==> config.mk <==
export PLATFORM = sky130hd
export DESIGN_NAME = ptp_clock_servo
export DESIGN_NICKNAME = d
export VERILOG_FILES = /design/src/rtl/ptp_pkg.sv /design/src/rtl/ptp_time_adder.sv /design/src/rtl/ptp_clock_servo.sv
export SDC_FILE = /design/constraint.sdc
export NUM_CORES = 1
export LEC_CHECK = 0
export BUFFER_PORTS_ARGS = -buffer_cell sky130_fd_sc_hd__buf_2
export CELL_PAD_IN_SITES_DETAIL_PLACEMENT = 0
export CELL_PAD_IN_SITES_GLOBAL_PLACEMENT = 1
export CORE_UTILIZATION = 42
export DETAILED_ROUTE_END_ITERATION = 10
export HOLD_SLACK_MARGIN = 0.02
export PLACE_DENSITY = 0.8
export SETUP_SLACK_MARGIN = 0.02
export SYNTH_ARGS = -nofsm -noshare
export SYNTH_HDL_FRONTEND = slang
export SYNTH_HIERARCHICAL = 1
export SYNTH_SLANG_ARGS = --single-unit
export TNS_END_PERCENT = 20
==> constraint.sdc <==
create_clock -name eth_rx_clk_250m -period 9.2 [get_ports eth_rx_clk_250m]
set_input_delay 0.46 -clock eth_rx_clk_250m [delete_from_list [all_inputs] [get_ports eth_rx_clk_250m]]
set_output_delay 0.46 -clock eth_rx_clk_250m [all_outputs]
set_load 0.03 [all_outputs]
==> src/rtl/ptp_pkg.sv <==
// Shared types and constants for the PTP slave time base and its servo.
// Holds the nanosecond rollover constant, time field widths and servo state encoding.
package ptp_pkg;

    localparam int unsigned NS_PER_SEC = 32'd1_000_000_000;
    localparam int          SEC_W      = 48;
    localparam int          NS_W       = 32;

    typedef enum logic [1:0] {
        ST_IDLE = 2'd0,
        ST_EVAL = 2'd1,
        ST_STEP = 2'd2,
        ST_SLEW = 2'd3
    } servo_state_t;

    // Magnitude of a two's complement ns offset; inputs never reach -2^31.
    function automatic logic [NS_W-1:0] abs_ns(input logic [NS_W-1:0] x);
        return x[NS_W-1] ? (~x + 32'd1) : x;
    endfunction

endpackage

==> src/rtl/ptp_time_adder.sv <==
// Combinational normalising add of a signed ns delta and a seconds delta onto {sec, ns}.
// Result ns is always folded back into 0..NS_PER_SEC-1 with the carry/borrow applied to seconds.
module ptp_time_adder
    import ptp_pkg::*;
(
    input  logic [SEC_W-1:0] i_sec,
    input  logic [NS_W-1:0]  i_ns,
    input  logic [NS_W:0]    i_ns_delta,
    input  logic [SEC_W-1:0] i_sec_delta,
    output logic [SEC_W-1:0] o_sec,
    output logic [NS_W-1:0]  o_ns
);

    localparam logic signed [NS_W+2:0] C_ONE_SEC = 35'sd1_000_000_000;
    localparam logic signed [NS_W+2:0] C_TWO_SEC = 35'sd2_000_000_000;

    logic signed [NS_W+2:0] w_sum;
    logic [NS_W-1:0]        w_ns_out;
    logic [SEC_W-1:0]       w_sec_adj;

    assign w_sum = $signed({3'b000, i_ns}) + $signed({{2{i_ns_delta[NS_W]}}, i_ns_delta});

    // A maximal positive step can land a full two seconds ahead, so fold twice if needed.
    always_comb begin
        w_ns_out  = w_sum[NS_W-1:0];
        w_sec_adj = '0;
        if (w_sum[NS_W+2]) begin
            w_ns_out  = w_sum[NS_W-1:0] + NS_PER_SEC;
            w_sec_adj = '1;
        end else if (w_sum >= C_TWO_SEC) begin
            w_ns_out  = w_sum[NS_W-1:0] - (2 * NS_PER_SEC);
            w_sec_adj = 48'd2;
        end else if (w_sum >= C_ONE_SEC) begin
            w_ns_out  = w_sum[NS_W-1:0] - NS_PER_SEC;
            w_sec_adj = 48'd1;
        end
    end

    assign o_ns  = w_ns_out;
    assign o_sec = i_sec + i_sec_delta + w_sec_adj;

endmodule

==> src/rtl/ptp_clock_servo.sv <==
// Slave-side PTP time base: free-running {seconds, ns} corrected by stepping or slewing.
// Optional feature macro PTP_SERVO_PPS_EN adds an 8-cycle o_pps_out pulse on each tick second carry.
module ptp_clock_servo
    import ptp_pkg::*;
#(
    parameter int unsigned NS_INC         = 4,
    parameter int unsigned SLEW_NS        = 1,
    parameter int unsigned STEP_THRESH_NS = 1000,
    parameter int unsigned LOCK_THRESH_NS = 100
)(
    input  logic             eth_rx_clk_250m,
    input  logic             rst_n,
    input  logic             i_offset_valid,
    input  logic [SEC_W-1:0] i_offset_s,
    input  logic [NS_W-1:0]  i_offset_n,
    output logic [SEC_W-1:0] o_tsecond,
    output logic [NS_W-1:0]  o_tnano,
    output logic [1:0]       o_servo_state,
    output logic             o_locked,
    output logic [15:0]      o_step_cnt,
    output logic [7:0]       o_drop_cnt
`ifdef PTP_SERVO_PPS_EN
    ,
    output logic             o_pps_out
`endif
);

    servo_state_t     r_state;
    servo_state_t     w_next_state;
    logic [SEC_W-1:0] r_off_s;
    logic [NS_W-1:0]  r_off_n;
    logic [NS_W-1:0]  r_rem;
    logic             r_dir;
    logic             r_locked;
    logic [15:0]      r_step_cnt;
    logic [7:0]       r_drop_cnt;
    logic [SEC_W-1:0] r_tsec;
    logic [NS_W-1:0]  r_tns;

    logic [NS_W-1:0]  w_abs_off;
    logic [NS_W-1:0]  w_slew_amt;
    logic [NS_W-1:0]  w_rem_next;
    logic [NS_W:0]    w_tick_inc;
    logic [NS_W:0]    w_ns_delta;
    logic [SEC_W-1:0] w_sec_delta;
    logic [SEC_W-1:0] w_add_sec;
    logic [NS_W-1:0]  w_add_ns;
    logic             w_latch;
    logic             w_drop;
    logic             w_start_slew;
    logic             w_lock_we;
    logic             w_lock_d;

    assign w_abs_off  = abs_ns(r_off_n);
    assign w_slew_amt = (r_rem < SLEW_NS) ? r_rem : SLEW_NS;
    assign w_rem_next = r_rem - w_slew_amt;

    assign w_tick_inc = (r_state != ST_SLEW) ? 33'(NS_INC) :
                        r_dir ? (33'(NS_INC) - {1'b0, w_slew_amt}) :
                                (33'(NS_INC) + {1'b0, w_slew_amt});

    // The step replaces the normal tick, so it carries its own NS_INC.
    assign w_ns_delta  = (r_state == ST_STEP) ? ({r_off_n[NS_W-1], r_off_n} + 33'(NS_INC)) : w_tick_inc;
    assign w_sec_delta = (r_state == ST_STEP) ? r_off_s : '0;

    ptp_time_adder u_time_adder (
        .i_sec       (r_tsec),
        .i_ns        (r_tns),
        .i_ns_delta  (w_ns_delta),
        .i_sec_delta (w_sec_delta),
        .o_sec       (w_add_sec),
        .o_ns        (w_add_ns)
    );

    always_ff @(posedge eth_rx_clk_250m or negedge rst_n) begin
        if (!rst_n) begin
            r_state <= ST_IDLE;
        end else begin
            r_state <= w_next_state;
        end
    end

    always_comb begin
        w_next_state = r_state;
        w_latch      = 1'b0;
        w_drop       = 1'b0;
        w_start_slew = 1'b0;
        w_lock_we    = 1'b0;
        w_lock_d     = 1'b0;
        case (r_state)
            ST_IDLE: begin
                if (i_offset_valid) begin
                    w_latch      = 1'b1;
                    w_next_state = ST_EVAL;
                end
            end
            ST_EVAL: begin
                w_drop = i_offset_valid;
                if ((r_off_s != '0) || (w_abs_off >= STEP_THRESH_NS)) begin
                    w_next_state = ST_STEP;
                end else if (r_off_n == '0) begin
                    w_next_state = ST_IDLE;
                    w_lock_we    = 1'b1;
                    w_lock_d     = 1'b1;
                end else begin
                    w_next_state = ST_SLEW;
                    w_start_slew = 1'b1;
                end
            end
            ST_STEP: begin
                w_drop       = i_offset_valid;
                w_next_state = ST_IDLE;
                w_lock_we    = 1'b1;
                w_lock_d     = 1'b0;
            end
            ST_SLEW: begin
                // A fresh measurement supersedes whatever is left of the current slew.
                if (i_offset_valid) begin
                    w_latch      = 1'b1;
                    w_next_state = ST_EVAL;
                end else if (w_rem_next == '0) begin
                    w_next_state = ST_IDLE;
                    w_lock_we    = 1'b1;
                    w_lock_d     = (w_abs_off < LOCK_THRESH_NS);
                end
            end
            default: w_next_state = ST_IDLE;
        endcase
    end

    always_ff @(posedge eth_rx_clk_250m or negedge rst_n) begin
        if (!rst_n) begin
            r_off_s    <= '0;
            r_off_n    <= '0;
            r_rem      <= '0;
            r_dir      <= 1'b0;
            r_locked   <= 1'b0;
            r_step_cnt <= '0;
            r_drop_cnt <= '0;
            r_tsec     <= '0;
            r_tns      <= '0;
        end else begin
            r_tsec <= w_add_sec;
            r_tns  <= w_add_ns;
            if (w_latch) begin
                r_off_s <= i_offset_s;
                r_off_n <= i_offset_n;
            end
            if (w_start_slew) begin
                r_rem <= w_abs_off;
                r_dir <= r_off_n[NS_W-1];
            end else if (r_state == ST_SLEW) begin
                r_rem <= w_rem_next;
            end
            if (w_lock_we) begin
                r_locked <= w_lock_d;
            end
            if (r_state == ST_STEP) begin
                r_step_cnt <= r_step_cnt + 16'd1;
            end
            if (w_drop && (r_drop_cnt != 8'hFF)) begin
                r_drop_cnt <= r_drop_cnt + 8'd1;
            end
        end
    end

`ifdef PTP_SERVO_PPS_EN
    logic [3:0] r_pps_cnt;
    logic       w_tick_carry;

    // Only natural second boundaries pulse; a step that moves seconds does not.
    assign w_tick_carry = (r_state != ST_STEP) && (w_add_sec != r_tsec);

    always_ff @(posedge eth_rx_clk_250m or negedge rst_n) begin
        if (!rst_n) begin
            r_pps_cnt <= '0;
        end else if (w_tick_carry) begin
            r_pps_cnt <= 4'd8;
        end else if (r_pps_cnt != 4'd0) begin
            r_pps_cnt <= r_pps_cnt - 4'd1;
        end
    end

    assign o_pps_out = (r_pps_cnt != 4'd0);
`endif

    assign o_tsecond     = r_tsec;
    assign o_tnano       = r_tns;
    assign o_servo_state = r_state;
    assign o_locked      = r_locked;
    assign o_step_cnt    = r_step_cnt;
    assign o_drop_cnt    = r_drop_cnt;

endmodule

==> metrics.txt, run 1 <==
post-DP HPWL 39.8 mm; antenna cell count 0; detailed-route via count 15600; worst r2r src r_off_n[3]; Hold Path Class input pin to flop; Final Routed Wirelength 52.1 mm; YS warnings 6; Largest stage delay, worst path 0.55 ns; EDFF count, synth 0; Starting Density 0.426; Critical Path Sink Type flop; Slew HR 0.309; clock sink count 220; initial drt markers 919; PwrDens 439 mW/mm²; asr flop ratio synth 1.00; global route hottest layer met2; IO Port Bufs between 150 and 200; I/O pins 190; FMAX about 0.12 GHz; Area Growth Syn to Fin 14.7%; CTS Buffer Depth 3; Die ar. roughly 0.043 mm²; Critical-path top delay cell or4_1; global route total overflow 0; global placement routability congestion 0.912; Die W 209 µm; Worst EP required 9.65 ns; Worst Hold Margin 0.112 ns; Max Cap Viol 0; DIE HEIGHT 209 µm; Yosys cell types 113; Reg2Reg Setup Slack 0.63 ns; clk slew on worst S/H paths about 0.06 ns; worst-case reg-to-reg path depth 32; share of cells above drive strength 1 0.209; Worst VDD drop 0.000217 V; routed vias/inst 5.86; H-Tree Depth 1; Slew Viols, Final 0; CP dominant cell by count o21ai_0; worst min-delay path startpoint i_offset_s[18]; NumNets Final 2335; Final ANT Viol Nets 0; largest net degree at the start of global routing between 80 and 90; Setup crit start kind flop; vias in the first global route 15400; Synth Area per Inst 9.29 µm²; met2 Use GR 0.383; Primary FF master, synth dfrtp_1; Crit Path Class flop to flop; wire length per cell 19.5 µm; filler cell count ~4000; min Tclk post-route 8.57 ns; Hold Vio Cnt, Final 0; Post-Synthesis Cells 1929; total track usage 0.238; CTS tree done; worst skew pair latency slightly below 0.6 ns; initial antenna violation count 2; Clock Skew 0.0263 ns; Global Route met1 Usage 0.330; Residual DRC 0; Worst Tran Pin Value roughly 1.0 ns; Final Util 0.489; Hold Path Sink r_off_s[18]; Pwr Total 9.03 mW; register bit count reported by yosys 220; RR Endpoint o_tsecond[46]; CTS buffer count 28; Tcrit/Tclk final 0.932; first-pass GRT wire length between 80 and 90 mm; clock root cell clkbuf_16; worst-path maximum fanout 12; setup TNS 0 ns; GR Util met3 0.0395; Final setup viols 0; unrepaired setup endpoints after global routing no; hold path depth 2; TritonRoute pass-1 iters 7; Mapped Area 0.0179 mm²; FP Rows 75; Worst EP arrival approximately 9 ns; status finished clean; Pleak 9.23 nW; sequential fraction of the synthesis area 0.307; CORE AREA 0.0420 mm²
==> cell usage in the layout (no fill, tap or decap), types with 56 or more instances in the layout <==
cell	instances
dfrtp_1	219
a21oi_1	98
nor2_1	131
and2_1	63
mux2_2	78
inv_1	57
ha_1	99
nand2_1	118
xor2_1	59
o21ai_0	86
nor3_1	56
xnor2_1	109
buf_2	188
==> area by class of cell <==
type	instances	area (µm²)	share of cell area
clock buffer	38	800	0.0389
multi-input combinational	1559	11900	0.579
sequential	220	5510	0.268
timing repair buffer	234	1300	0.0631
tap	539	674	0.0328
inverter	60	225	0.0110
clock inverter	14	158	0.00767
==> per-layer routing <==
layer | routed length, µm | share of wire
met5 | 0 | 0
met2 | 24000 | 0.46
met4 | 1230 | 0.024
met3 | 3040 | 0.058
met1 | 23800 | 0.46
==> sequential cells by signal, indices dropped and copies added (netlist names) <==
signal         flops
r_off_s           48
r_off_n           32
r_rem             32
o_tsecond         48
o_tnano           32
o_step_cnt        16
o_servo_state      2
o_locked           1
o_drop_cnt         8
r_dir              1
==> critical path: cells and delay by family, from the launching register on <==
kind	cells	cell delay, ns
AO/OA/AOI/OAI	16	3.85
AND/OR/NAND/NOR	8	1.92
adder cells (fa/ha/maj)	4	1.35
XOR/XNOR	3	0.77
flip-flops	1	0.50
buffers and inverters	1	0.07
==> worst max-delay path by stage <==
stage	startpoint	endpoint	slack, ns	cells past startpoint
after floorplan	o_servo_state[0]	o_tsecond[47]	0.68	38
after CTS	r_rem[9]	o_tsecond[47]	0.11	38
after detailed placement	r_rem[9]	o_tsecond[47]	0.13	35
after global routing	r_rem[26]	o_tsecond[47]	0.04	38
final	r_off_n[3]	o_tsecond[46]	0.63	32
after global placement	r_rem[9]	o_tsecond[47]	0.41	35
==> cell families after synthesis <==
kind of cell / after synthesis / synth area share
AO/OA/AOI/OAI: 479 / 0.191
XOR/XNOR: 168 / 0.0821
adder cells (fa/ha/maj): 149 / 0.125
buffers and inverters: 155 / 0.0358
flip-flops: 220 / 0.307
multiplexers: 101 / 0.0620
other: 2 / 0.000419
AND/OR/NAND/NOR: 655 / 0.197
==> cells in the mapped netlist (11+ instances only) <==
cell type	n	area, µm²
dfrtp_1	220	5510
nor2_1	131	492
nand2_1	118	443
xnor2_1	109	955
ha_1	100	1250
a21oi_1	99	495
o21ai_0	87	435
mux2_2	78	878
clkbuf_1	68	255
and2_1	63	394
xor2_1	59	517
inv_1	57	214
nor3_1	57	285
nand3_1	50	250
fa_1	49	981
a21o_1	43	323
nor4_1	38	238
nand4_1	37	231
and3_1	32	200
mux2i_1	22	220
o21a_1	19	143
o21bai_1	18	135
a31oi_1	17	106
nand2b_1	17	106
or3_1	15	93.8
buf_2	14	70.1
or4_1	14	105
and4_1	13	114
o211ai_1	13	97.6
a211oi_1	12	90.1
nor2b_1	12	75.1
or2_2	12	75.1
o21ai_1	11	55.1
==> report_power, final <==
part | internal, mW | switching, mW | total [mW]
Sequential | 1.46 | 0.588 | 2.05
Clock | 0.691 | 0.458 | 1.15
Combinational | 2.29 | 3.54 | 5.83
==> stage by stage <==
stage / cell area [µm²] / setup slack, ns / std cells
after floorplan: 17900 / 0.682 / 1934
after global placement: 19500 / 0.408 / 2607
after detailed placement: 19500 / 0.128 / 2607
after CTS: 20400 / 0.114 / 2660
after global routing: 20600 / 0.0378 / 2664
final: 20600 / 0.627 / 2664
==> repair_timing <==
item,CTS,global route
gates resized for setup,0,15
endpoints found under the setup margin,0,11
hold buffers,1,0
endpoints found under the hold margin,78,0
buffers inserted,0,4
Power figures use the tool's default switching activity.
==> run 2: changes to the inputs <==
--- a/config.mk
+++ b/config.mk
@@ -12,6 +12,7 @@
 export DETAILED_ROUTE_END_ITERATION = 10
 export HOLD_SLACK_MARGIN = 0.02
 export PLACE_DENSITY = 0.8
+export RECOVER_POWER = 100
 export SETUP_SLACK_MARGIN = 0.02
 export SYNTH_ARGS = -nofsm -noshare
 export SYNTH_HDL_FRONTEND = slang
==> metrics.txt, run 2 (synthesis gave the netlist of run 1 again) <==
clk slew on worst S/H paths 0.06 ns (about the same); Tcrit/Tclk final 0.943 (+0.0117); slack of the critical path 0.520 ns (-0.107 ns); failing checks capacitance limit, slew limit; FP Rows 75 (unchanged); share of cells above drive strength 1 0.150 (-0.0593); Seq pwr share 0.229 (+0.002); Pwr Total 8.97 mW (-0.60%); Seq. cell area 0.00551 mm² (unchanged); Slew Viols, Final 394 (+394); filler cell count 4053 (+1.7%); status finished with violations; dpl ws 0.128 ns (unchanged); Final Routed Wirelength 52.1 mm (+0.11%); Design Area, Final 0.0203 mm² (-1.1%); routed vias/inst 5.85 (-0.12%); Die ar. 0.0435 mm² (unchanged); global placement routability congestion 0.912 (unchanged); Slew HR -2.11 (-2.41); TritonRoute pass-1 iters 5 (-2); largest net degree at the start of global routing 81 (unchanged); Worst VDD drop 0.000219 V (+0.84%); IO Port Bufs 189 (unchanged); Pleak 8.84 nW (-4.2%); Hold Vio Cnt, Final 0 (unchanged); Largest stage delay, worst path 0.47 ns (-0.08 ns); Residual DRC 0 (unchanged); worst skew pair latency 0.58 ns (about the same); CTS buffer count 28 (unchanged); FMAX 0.115 GHz (-1.2%); H-Tree Depth 1 (unchanged); highest-count cells in the layout ignoring fill and taps dfrtp_1 (219), nor2_1 (133), nand2_1 (119); first-pass GRT wire length 83.9 mm (unchanged); sw frac 0.511 (+0.00263); Clock Skew 0.0253 ns (-0.00108 ns); setup TNS 0 ns (unchanged); wire length per cell 19.6 µm (+0.11%); Die W 209 µm (unchanged); Gate power share 0.643 (-0.003); Worst Tran Pin Value 4.66 ns (+3.62 ns); CTS Buffer Depth 3 (unchanged); switching power 4.58 mW (about the same); antenna cell count 0 (unchanged); total track usage 0.238 (unchanged); detailed-route via count 15600 (-0.12%); Hold Path Class input pin to flop; PwrDens 441 mW/mm² (+0.46%); Area Growth Syn to Fin 13.5%; unrepaired setup endpoints after global routing no; initial antenna violation count 2 (unchanged); Critical-path top delay cell or4_1; Clk pwr share 0.128 (about the same); I/O pins 190 (unchanged); Final setup viols 0 (unchanged); Critical Path Sink Type flop; DIE HEIGHT 209 µm (unchanged); clock sink count 220 (unchanged); min Tclk post-route 8.68 ns (+0.107 ns); Worst EP arrival 9.13 ns (+0.10 ns); global route total overflow 0 (unchanged); initial drt markers 926 (+0.76%); NumNets Final 2335 (unchanged); vias in the first global route 15400 (unchanged); CTS tree done; clock root cell clkbuf_16; cell-internal power 4.39 mW (-1.1%); area of the multi-input gates 0.0118 mm² (-0.40%); most common cell after layout, fill and taps aside dfrtp_1; Crit Path Class flop to flop; post-DP HPWL 39.8 mm (unchanged); Worst EP required 9.65 ns (about the same); Max Cap Viol 6 (+6); Starting Density 0.426 (unchanged); CORE AREA 0.0420 mm² (unchanged); Setup crit start kind flop; CP dominant cell by count inv_1; worst-path maximum fanout 7 (-5); Placement Cell Area 0.0195 mm² (unchanged); Final ANT Viol Nets 0 (unchanged)
==> run 2: metrics by stage <==
step	hold slack, ns	util	std cells
floorplan	0.164	-	1934
global placement	0.454	0.463	2607
detailed placement	0.462	0.463	2607
CTS	0.0904	0.486	2660
global route	0.0998	0.484	2664
finish	0.113	0.484	2664
==> run 2: layout make-up <==
class                   count  area share
clock buffers              38      0.0393
clock inverters            14     0.00775
inverters                  60      0.0111
multi-input cells        1559       0.583
flip-flops and latches    220       0.271
well taps                 539      0.0332
repair buffers            234      0.0554
==> run 2: repair_timing <==
| item | in CTS | in global routing |
|---|---|---|
| hold buffers | 1 | 0 |
| gates resized for setup | 0 | 15 |
| setup endpoints to repair | 0 | 11 |
| buffers inserted | 0 | 4 |
| endpoints found under the hold margin | 78 | 0 |
==> run 2: worst paths after layout <==
path | startpoint | slack [ns] | end | cells past startpoint
max | o_servo_state[0] | 0.52 | o_tsecond[46] | 36
min | i_offset_s[18] | 0.11 | r_off_s[18] | 2
max reg2reg | o_servo_state[0] | 0.52 | o_tsecond[46] | 36
min reg2reg | o_step_cnt[15] | 0.48 | o_step_cnt[15] | 1
max in group asynchronous | rst_n | 3.29 | r_off_n[6] | 3
min in group asynchronous | rst_n | 2.14 | o_step_cnt[14] | 2
==> run 2: power by group through the flow <==
| stage | combinational (mW) | sequential, mW | clock, mW |
|---|---|---|---|
| floorplan | 3.98 | 2.18 | 0 |
| global placement | 5.66 | 2.02 | 0 |
| detailed placement | 5.70 | 2.04 | 0 |
| CTS | 5.75 | 2.03 | 1.18 |
| global route | 6.33 | 2.12 | 1.21 |
| finish | 5.77 | 2.05 | 1.15 |
==> run 2: per-layer routing <==
layer  global-route usage  vias up  share of wire
li1                     -     7422              -
met1                0.330     7634           0.46
met2                0.383      460           0.46
met3               0.0395       73          0.057
met4               0.0618        0          0.026
met5                    0        -              0
==> run 2: critical path: cells and delay by family, from the launching register on <==
family	cells	cell delay, ns
simple gates	7	1.69
buf+inv	6	0.66
compound gates	16	3.82
xor+xnor	1	0.17
fa+ha+maj	6	1.81
flops	1	0.42
